**src/rtl/aes_stream_pkg.sv**
```systemverilog
// Shared types and sizes for the AES word-serial loader.
// Block/word geometry and the loader FSM state encoding.
package aes_stream_pkg;

    localparam int WORD_W        = 32;
    localparam int BLK_W         = 128;
    localparam int WORDS_PER_BLK = 4;

    typedef enum logic [1:0] {
        LOAD,
        START,
        WAIT,
        UNLOAD
    } state_t;

endpackage

```
**src/rtl/aes_word_packer.sv**
```systemverilog
// Shift-in packer: four 32-bit words become one 128-bit block,
// first word loaded ends up in the most-significant slot.
module aes_word_packer
    import aes_stream_pkg::*;
(
    input  logic              clk,
    input  logic              rst,
    input  logic              load,
    input  logic [WORD_W-1:0] word,
    output logic [BLK_W-1:0]  blk
);

    logic [WORD_W-1:0] word_reg [WORDS_PER_BLK];

    genvar gi;
    generate
        for (gi = 0; gi < WORDS_PER_BLK; gi++) begin : g_slot
            // New words enter the least-significant slot and move up one slot per load.
            if (gi == WORDS_PER_BLK - 1) begin : g_tail
                always_ff @(posedge clk) begin
                    if (rst) begin
                        word_reg[gi] <= '0;
                    end else if (load) begin
                        word_reg[gi] <= word;
                    end
                end
            end else begin : g_body
                always_ff @(posedge clk) begin
                    if (rst) begin
                        word_reg[gi] <= '0;
                    end else if (load) begin
                        word_reg[gi] <= word_reg[gi+1];
                    end
                end
            end
            assign blk[BLK_W-1-gi*WORD_W -: WORD_W] = word_reg[gi];
        end
    endgenerate

endmodule

```
**src/rtl/aes_stream_loader.sv**
```systemverilog
// Word-serial front/back end for the AES core: loads key/plaintext, starts
// the core, waits for a done edge (with watchdog) and streams out the result.
module aes_stream_loader
    import aes_stream_pkg::*;
#(
    parameter int TIMEOUT = 64
) (
    input  logic              clk,
    input  logic              rst,
    input  logic              in_valid,
    output logic              in_ready,
    input  logic [WORD_W-1:0] in_data,
    input  logic              in_keep_key,
    output logic              aes_start,
    output logic [BLK_W-1:0]  aes_cipher_key,
    output logic [BLK_W-1:0]  aes_plain_text,
    input  logic              aes_done,
    input  logic [BLK_W-1:0]  aes_cipher_text,
    output logic              out_valid,
    input  logic              out_ready,
    output logic [WORD_W-1:0] out_data,
    output logic              out_last,
    output logic              busy,
    output logic              err_timeout
);

    localparam int WD_W = $clog2(TIMEOUT);

    state_t            state_reg, state_next;
    logic [2:0]        cnt_reg, cnt_next;
    logic [WD_W-1:0]   wdog_reg, wdog_next;
    logic [1:0]        idx_reg, idx_next;
    logic              key_valid_reg, key_valid_next;
    logic              done_q_reg;
    logic [BLK_W-1:0]  ct_reg, ct_next;
    logic              err_reg, err_next;

    logic              accept;
    logic              done_rise;
    logic              key_load;
    logic              pt_load;
    logic [2:0]        eff_idx;
    logic [WORD_W-1:0] ct_words [WORDS_PER_BLK];

    assign accept    = in_valid & (state_reg == LOAD);
    assign done_rise = aes_done & ~done_q_reg;

    always_ff @(posedge clk) begin
        if (rst) begin
            state_reg     <= LOAD;
            cnt_reg       <= '0;
            wdog_reg      <= '0;
            idx_reg       <= '0;
            key_valid_reg <= 1'b0;
            done_q_reg    <= 1'b0;
            ct_reg        <= '0;
            err_reg       <= 1'b0;
        end else begin
            state_reg     <= state_next;
            cnt_reg       <= cnt_next;
            wdog_reg      <= wdog_next;
            idx_reg       <= idx_next;
            key_valid_reg <= key_valid_next;
            done_q_reg    <= aes_done;
            ct_reg        <= ct_next;
            err_reg       <= err_next;
        end
    end

    always_comb begin
        state_next     = state_reg;
        cnt_next       = cnt_reg;
        wdog_next      = wdog_reg;
        idx_next       = idx_reg;
        key_valid_next = key_valid_reg;
        ct_next        = ct_reg;
        err_next       = 1'b0;
        key_load       = 1'b0;
        pt_load        = 1'b0;
        // A key-reuse request on the first word makes that word plaintext word 0.
        eff_idx        = (cnt_reg == 3'd0 && in_keep_key && key_valid_reg) ? 3'd4 : cnt_reg;

        case (state_reg)
            LOAD: begin
                if (accept) begin
                    key_load = ~eff_idx[2];
                    pt_load  = eff_idx[2];
                    if (eff_idx == 3'd3) begin
                        key_valid_next = 1'b1;
                    end
                    if (eff_idx == 3'd7) begin
                        cnt_next   = 3'd0;
                        state_next = START;
                    end else begin
                        cnt_next = eff_idx + 3'd1;
                    end
                end
            end
            START: begin
                wdog_next  = '0;
                state_next = WAIT;
            end
            WAIT: begin
                // The done edge takes priority over a simultaneous watchdog expiry.
                if (done_rise) begin
                    ct_next    = aes_cipher_text;
                    idx_next   = 2'd0;
                    state_next = UNLOAD;
                end else if (wdog_reg == WD_W'(TIMEOUT - 1)) begin
                    err_next   = 1'b1;
                    wdog_next  = '0;
                    cnt_next   = 3'd0;
                    state_next = LOAD;
                end else begin
                    wdog_next = wdog_reg + 1'b1;
                end
            end
            UNLOAD: begin
                if (out_ready) begin
                    if (idx_reg == 2'd3) begin
                        idx_next   = 2'd0;
                        state_next = LOAD;
                    end else begin
                        idx_next = idx_reg + 2'd1;
                    end
                end
            end
            default: begin
                state_next = LOAD;
            end
        endcase
    end

    genvar gi;
    generate
        for (gi = 0; gi < WORDS_PER_BLK; gi++) begin : g_ct_word
            assign ct_words[gi] = ct_reg[BLK_W-1-gi*WORD_W -: WORD_W];
        end
    endgenerate

    aes_word_packer u_key_packer (
        .clk  (clk),
        .rst  (rst),
        .load (key_load),
        .word (in_data),
        .blk  (aes_cipher_key)
    );

    aes_word_packer u_pt_packer (
        .clk  (clk),
        .rst  (rst),
        .load (pt_load),
        .word (in_data),
        .blk  (aes_plain_text)
    );

    assign in_ready    = (state_reg == LOAD);
    assign busy        = (state_reg != LOAD);
    assign aes_start   = (state_reg == START);
    assign out_valid   = (state_reg == UNLOAD);
    assign out_last    = (state_reg == UNLOAD) && (idx_reg == 2'd3);
    assign out_data    = (state_reg == UNLOAD) ? ct_words[idx_reg] : '0;
    assign err_timeout = err_reg;

endmodule

```
**config.mk**
```make
export PLATFORM = sky130hd
export DESIGN_NAME = aes_stream_loader
export DESIGN_NICKNAME = d
export VERILOG_FILES = /design/src/rtl/aes_stream_pkg.sv /design/src/rtl/aes_word_packer.sv /design/src/rtl/aes_stream_loader.sv
export SDC_FILE = /design/constraint.sdc
export NUM_CORES = 1
export LEC_CHECK = 0
export ABC_CLOCK_PERIOD_IN_PS = 5500
export BUFFER_PORTS_ARGS = -buffer_cell sky130_fd_sc_hd__buf_2
export CAP_MARGIN = 5
export CORE_MARGIN = 2
export CORE_UTILIZATION = 40
export DETAILED_ROUTE_END_ITERATION = 12
export PLACE_DENSITY_LB_ADDON = 0.3
export SLEW_MARGIN = 10
export SYNTH_ARGS = -nofsm -noshare
export SYNTH_HDL_FRONTEND = slang
export SYNTH_HIERARCHICAL = 1
export SYNTH_SLANG_ARGS = --single-unit
```
**constraint.sdc**
```tcl
create_clock -name clk -period 5.5 [get_ports clk]
set_input_delay 0.55 -clock clk [delete_from_list [all_inputs] [get_ports clk]]
set_output_delay 0.55 -clock clk [all_outputs]
set_load 0.005 [all_outputs]
```
Word-level counts from Yosys, hierarchy flattened
Memories as Yosys holds them, arrays and structs flattened.
Index checks and enable logic that the tools add are counted.
{"block": "word_totals", "reg_bits": 144, "n_memories": 2, "inputBits": 166, "out_inout_bits": 294, "mem_bits_rw": 256}
{"name": "u_key_packer.word_reg", "depth": 4, "word_bits": 32, "rd": 4, "rd_ports_with_merged_regs": 0, "write_ports": 4, "line_no": "aes_word_packer.sv:13", "rtl": "logic [WORD_W-1:0] word_reg [WORDS_PER_BLK];"}
{"name": "u_pt_packer.word_reg", "depth": 4, "word_bits": 32, "rd": 4, "rd_ports_with_merged_regs": 0, "write_ports": 4, "line_no": "aes_word_packer.sv:13"}
{"block": "op_classes", "n_addsub": 3, "bitwise": 14, "eq_ne": 15, "mux": 45, "reduce_logical": 16, "magnitude_cmp": 1}
{"operator": "32-bit 2-to-1 mux", "count": 11}
{"operator": "32-bit binary-select mux with 2-bit select", "count": 1}
{"operator": "2-bit 2-to-1 mux", "count": 9}
{"operator": "3-bit 2-to-1 mux", "count": 5}
{"operator": "1-bit 2-to-1 mux", "count": 13}
{"operator": "6-bit 2-to-1 mux", "count": 2}
{"operator": "6-bit one-hot mux with 2 select lines", "count": 1}
{"operator": "2-bit by 1-bit inequality test with 1-bit output (second input constant)", "count": 4}
{"operator": "1-bit OR", "count": 8}
{"operator": "2-bit one-hot mux with 4 select lines", "count": 1}
{"operator": "2-bit nonzero test", "count": 4}
{"operator": "6-bit by 1-bit adder with 6-bit output (second input constant)", "count": 1}
{"operator": "2-bit == test (second input constant)", "count": 3}
{"operator": "6-bit == test (second input constant)", "count": 1}
{"operator": "2-bit inequality test (second input constant)", "count": 3}
{"operator": "3-bit one-hot mux with 2 select lines", "count": 1}
{"operator": "3-bit AND reduction", "count": 2}
{"operator": "5-bit AND reduction", "count": 1}
{"operator": "2-bit one-hot mux with 2 select lines", "count": 1}
{"operator": "2-bit AND reduction", "count": 2}
{"operator": "4-bit AND reduction", "count": 1}
{"operator": "3-bit by 1-bit adder with 3-bit output (second input constant)", "count": 1}
{"operator": "3-bit by 2-bit == test with 1-bit output (second input constant)", "count": 1}
{"operator": "3-bit == test (second input constant)", "count": 1}
{"operator": "other kinds (11)", "count": 16}

Depth between registers and ports, before layout
{"block": "depth", "depth_word": 11, "depth_mapped": 9, "depth_no_buf": 8}

Modules after synthesis
Netlist, hierarchy kept.
{"module": "aes_word_packer", "area_per_inst_um2": 5256.3, "seq_area_each_um2": 3843.7, "cells_each": 285, "n_inst": 2}
{"module": "aes_stream_loader", "area_per_inst_um2": 6262.3, "seq_area_each_um2": 2882.8, "cells_each": 740, "n_inst": 1}

Worst setup path before layout
Ideal clock, no wire load.
{"block": "synth_path", "path_type": "input-to-reg", "from": "input in_keep_key", "to": "memory u_pt_packer.word_reg[0][0] (enable)", "required_time_ns": 5.004, "setup_ns": 0.496, "arrival_ns": 4.108, "slack_ns": 0.896, "path_stages": 6, "n_path_buf": 1, "cell_sequence": "nand3_1 -> nand2b_1 -> inv_1 -> nor3_1 -> buf_4 -> or2_1"}
{"item": "start: declaration", "line_no": "aes_stream_loader.sv:13", "rtl": "input logic in_keep_key,"}
{"item": "end: declaration", "line_no": "aes_word_packer.sv:13"}

Worst setup path in the final report
{"block": "layout_path", "from": "register idx_reg[0]", "to": "output out_data[31]"}
{"block": "layout_via", "elab_chain_cells": 5}
{"item": "start: declaration", "line_no": "aes_stream_loader.sv:32", "rtl": "logic [1:0] idx_reg, idx_next;"}
{"item": "start signal: assignment", "line_no": "aes_stream_loader.sv:62", "rtl": "idx_reg <= idx_next;"}
{"item": "2-bit inverter with 3-bit output (implied by the code)", "line_no": "aes_stream_loader.sv:162", "rtl": "assign out_data = (state_reg == UNLOAD) ? ct_words[idx_reg] : '0;"}
{"item": "32-bit binary-select mux with 2-bit select", "line_no": "aes_stream_loader.sv:162"}
{"item": "32-bit 2-to-1 mux (implied by the code) (2 in series)", "line_no": "aes_stream_loader.sv:162"}
{"item": "32-bit 2-to-1 mux", "line_no": "aes_stream_loader.sv:162"}
{"item": "end: declaration", "line_no": "aes_stream_loader.sv:21", "rtl": "output logic [WORD_W-1:0] out_data,"}
No other way between the ends. The select of a mux whose other input is x is not followed.

==> flow_summary.rst <==
.. list-table::
   :header-rows: 1

   * - Metric
     - Value
   * - Netlist Area Pre-Place
     - about 17000 µm²
   * - Hold Violations, Final
     - 0
   * - Initial Utilization
     - 40.3%
   * - Minimum period implied by the final worst setup slack
     - 3.35 ns
   * - Setup Fix Bufs, Post-CTS
     - 0
   * - First-pass GRT wire length
     - 67200 µm
   * - Setup TNS
     - 0 ns
   * - Slowest stage cell on the critical path
     - sky130_fd_sc_hd__dfxtp_1
   * - Cts repair resizes
     - 0
   * - Clock root buffer master
     - sky130_fd_sc_hd__clkbuf_16
   * - Iteration count of the initial detailed-routing pass
     - 5
   * - Worst path top cell family by delay
     - flip-flops
   * - Leakage Power
     - 9.28 nW
   * - Fraction of final layout cells sized beyond drive strength 1
     - 32.9%
   * - Maximum cell stage delay along the critical path
     - ~0.99 ns
   * - IO Pins
     - 460
   * - Nature of the critical path startpoint
     - flip-flop
   * - Setup Crit Path Kind
     - reg2out
   * - Routability congestion estimate
     - 0.841
   * - R2R setup slack
     - 2.55 ns
   * - Peak supply drop
     - around 0.24 mV
   * - Worst clock skew
     - 0.0184 ns
   * - Path type of the worst min-delay path
     - in2reg
   * - Kind of end point of the critical path
     - output pin
   * - Required time of the critical path
     - 4.95 ns
   * - Die ar.
     - 43600 µm²
   * - Startpoint of the worst hold path
     - aes_cipher_text[55]
   * - Count of mapped cells out of synthesis
     - 1310
   * - Period Utilization, post-route
     - 61.0%
   * - Crit Path Max Fanout
     - 20
   * - H-tree lvl count
     - 2
   * - Max capacitance violation total
     - 0
   * - Number of antenna violations at the first check in global routing
     - 18
   * - CTS tree
     - done
   * - Critical Path AT
     - 2.80 ns
   * - Synth Net Count
     - 1482
   * - Antenna Nets Post-Route
     - 0
   * - Avg WL per Cell
     - 19.7 µm
   * - Most used flip-flop cell after synthesis
     - sky130_fd_sc_hd__edfxtp_1
   * - Adder and majority cell fraction of the synthesized area
     - 0.448%
   * - Final-layout fill cell count
     - 3817
   * - Result of the run
     - finished, final reports clean
   * - Number of buffers added to fix hold violations after cts
     - 0
   * - Launching point of the worst reg2reg path
     - cnt_reg[0]
   * - Portion of netlist area occupied by mux cells
     - 4.30%
   * - Aggregate global routing overflow
     - 0
   * - Die X-Extent
     - 209 µm
   * - Number of buffers created by CTS
     - 44
   * - Flip-flop and latch count after synthesis
     - 400
   * - Slew at the pin with the worst max-slew slack
     - 1.19 ns
   * - Count of cell types in the netlist
     - 37
   * - Number of enable flip-flop cells after synthesis
     - 256
   * - Number of DRC violations after detailed-routing iteration 0
     - 709
   * - Buffers & Inverters on Critical Path
     - 2
   * - Total setup violations reported at the end of the flow
     - 0
   * - Layout net count
     - 1887
   * - Main combinational cell family by area after synthesis
     - simple AND/OR/NAND/NOR gates
   * - Asr flop ratio synth
     - 0%
   * - Setup repair after global routing missed its margin
     - no
   * - Number of warnings reported in the yosys synthesis log
     - 6
   * - Clk sink count
     - 400
   * - GRT Overall Usage
     - 20.1%
   * - Portion of the post-synthesis area used by sequential elements
     - between 60% and 70%
   * - Maximum clock frequency
     - between 0.2 and 0.3 GHz
   * - DR vias/cell
     - 5.06
   * - Total vias in the final route
     - roughly 12000
   * - Clock insertion delay at the later pin of the skew report
     - between 0.5 and 0.6 ns
   * - Max-slew violation count
     - 0
   * - Layout overhead on the synthesized area
     - 21.6%
   * - Basic-gate share of the synthesized area counting and, or, nand and nor cells
     - around 22%
   * - Total routed wirelength
     - about 45000 µm
   * - Core region area
     - 41700 µm²
   * - DRC violation count after routing
     - 0
   * - Clock-pin slew of the registers on the worst-case setup and hold paths
     - approximately 0.060 ns
   * - Clk buf depth
     - 3
   * - Largest net degree at the start of global routing
     - 190
   * - Worst Hold Margin
     - 0.219 ns
   * - Share of the synthesized area in compound gates (AO/OA/AOI/OAI)
     - 4.64%
   * - Hpwl dp
     - between 30000 and 40000 µm
   * - Number of global-route vias before repair
     - 11400
   * - Areal power density over the cells
     - 320 nW/µm²
   * - I/O Buffers
     - ~460
   * - Rows
     - 75
   * - Finished Core Util
     - 48.9%
   * - Worst slew slack as a fraction of its limit
     - 20.6%
   * - Crit path launch
     - idx_reg[0]
   * - Sequence of cells on the critical path
     - buf_4, mux4_2, and2_1, buf_2
   * - Post-synthesis share of cell area spent on xor and xnor gates
     - 0.0522%
   * - Floorplan die height
     - roughly 210 µm
   * - Avg Inst Size Synth
     - between 10 and 15 µm²
==> cells by family (layout without fill, tap and decap cells) <==
kind of cell,after synthesis,in the layout
buffers and inverters,119,556
and+or+nand+nor,600,600
adders and majority gates,6,6
AOI/OAI and AO/OA,152,152
xor gates and xnor gates,1,1
muxes,32,32
DFF,400,400
other,0,6
==> through the flow <==
step	setup slack, ns	power, W	area (µm²)	cells
floorplan	0.896	0.00358	16800	1310
global placement	2.39	0.00379	19000	2208
detailed placement	2.32	0.00380	19000	2208
CTS	2.08	0.00662	20400	2286
global route	2.01	0.00676	20400	2289
finish	2.15	0.00654	20400	2292
==> worst paths after layout <==
check / endpoint / cells after the start
hold / removal: ct_reg[55] / 3
hold reg to reg: ct_reg[13] / 2
setup reg to reg: u_key_packer/word_reg[2][31] / 7
setup / recovery: out_data[31] / 4
==> synthesized netlist by cell type, types with 3 or more instances <==
cell type | instances | share of area, %
sky130_fd_sc_hd__nand4_1 | 3 | 0.11
sky130_fd_sc_hd__edfxtp_1 | 256 | 46
sky130_fd_sc_hd__buf_4 | 19 | 0.85
sky130_fd_sc_hd__a31oi_1 | 4 | 0.15
sky130_fd_sc_hd__clkbuf_1 | 23 | 0.51
sky130_fd_sc_hd__buf_2 | 23 | 0.69
sky130_fd_sc_hd__nor3_1 | 6 | 0.18
sky130_fd_sc_hd__nand2b_1 | 3 | 0.11
sky130_fd_sc_hd__nand3_1 | 12 | 0.36
sky130_fd_sc_hd__nand2_1 | 265 | 5.9
sky130_fd_sc_hd__mux4_2 | 32 | 4.3
sky130_fd_sc_hd__nor2_1 | 6 | 0.13
sky130_fd_sc_hd__dfxtp_1 | 144 | 17
sky130_fd_sc_hd__inv_1 | 4 | 0.089
sky130_fd_sc_hd__and3b_1 | 256 | 13
sky130_fd_sc_hd__and2_1 | 34 | 1.3
sky130_fd_sc_hd__ha_1 | 6 | 0.45
sky130_fd_sc_hd__buf_6 | 48 | 3.2
sky130_fd_sc_hd__a21oi_1 | 141 | 4.2
==> metal layers <==
metal | global-route usage (%) | routed length (µm) | vias up
met1 | 23.1 | 17700 | 5522
li1 | - | - | 5509
met3 | 6.90 | 3940 | 108
met5 | 0 | 140 | -
met4 | 8.50 | 1660 | 24
met2 | 34.0 | 21800 | 426
==> worst reg2reg max path, cell delays in order, from the launching register on <==
cell and delay [ns]:
sky130_fd_sc_hd__dfxtp_1 0.39, sky130_fd_sc_hd__inv_1 0.08, sky130_fd_sc_hd__ha_1 0.20, sky130_fd_sc_hd__nand3_1 0.11, sky130_fd_sc_hd__nand2b_1 0.11, sky130_fd_sc_hd__nor3_2 0.38
sky130_fd_sc_hd__or2_4 0.74, sky130_fd_sc_hd__buf_4 0.57
==> final cells by class <==
class	count	area, µm²	area share (%)
sequential	400	10600	51.8
timing repair buffer	473	2420	11.9
antenna	6	15.0	0.0736
tap	539	674	3.31
clock buffer	59	1190	5.82
multi-input combinational	791	5330	26.1
inverter	5	18.8	0.0920
clock inverter	19	175	0.859
==> layout by cell type (no fill, tap or decap), types with 5 or more instances in the layout <==
cell type / instances
sky130_fd_sc_hd__buf_2: 458
sky130_fd_sc_hd__nand2_1: 264
sky130_fd_sc_hd__and3b_1: 256
sky130_fd_sc_hd__edfxtp_1: 256
sky130_fd_sc_hd__dfxtp_1: 143
sky130_fd_sc_hd__a21oi_1: 141
sky130_fd_sc_hd__clkbuf_16: 44
sky130_fd_sc_hd__and2_1: 34
sky130_fd_sc_hd__mux4_2: 32
sky130_fd_sc_hd__buf_4: 13
sky130_fd_sc_hd__nand3_1: 12
sky130_fd_sc_hd__clkbuf_1: 12
sky130_fd_sc_hd__clkinv_1: 8
sky130_fd_sc_hd__diode_2: 6
sky130_fd_sc_hd__ha_1: 6
sky130_fd_sc_hd__nor2_1: 5
==> power by group <==
| part | internal [W] | switching, W |
|---|---|---|
| combinational | 0.000155 | 0.000203 |
| clock | 0.00162 | 0.00119 |
| sequential | 0.00331 | 0.0000595 |
| total | 0.00508 | 0.00146 |
(Power assumes the default switching activity.)
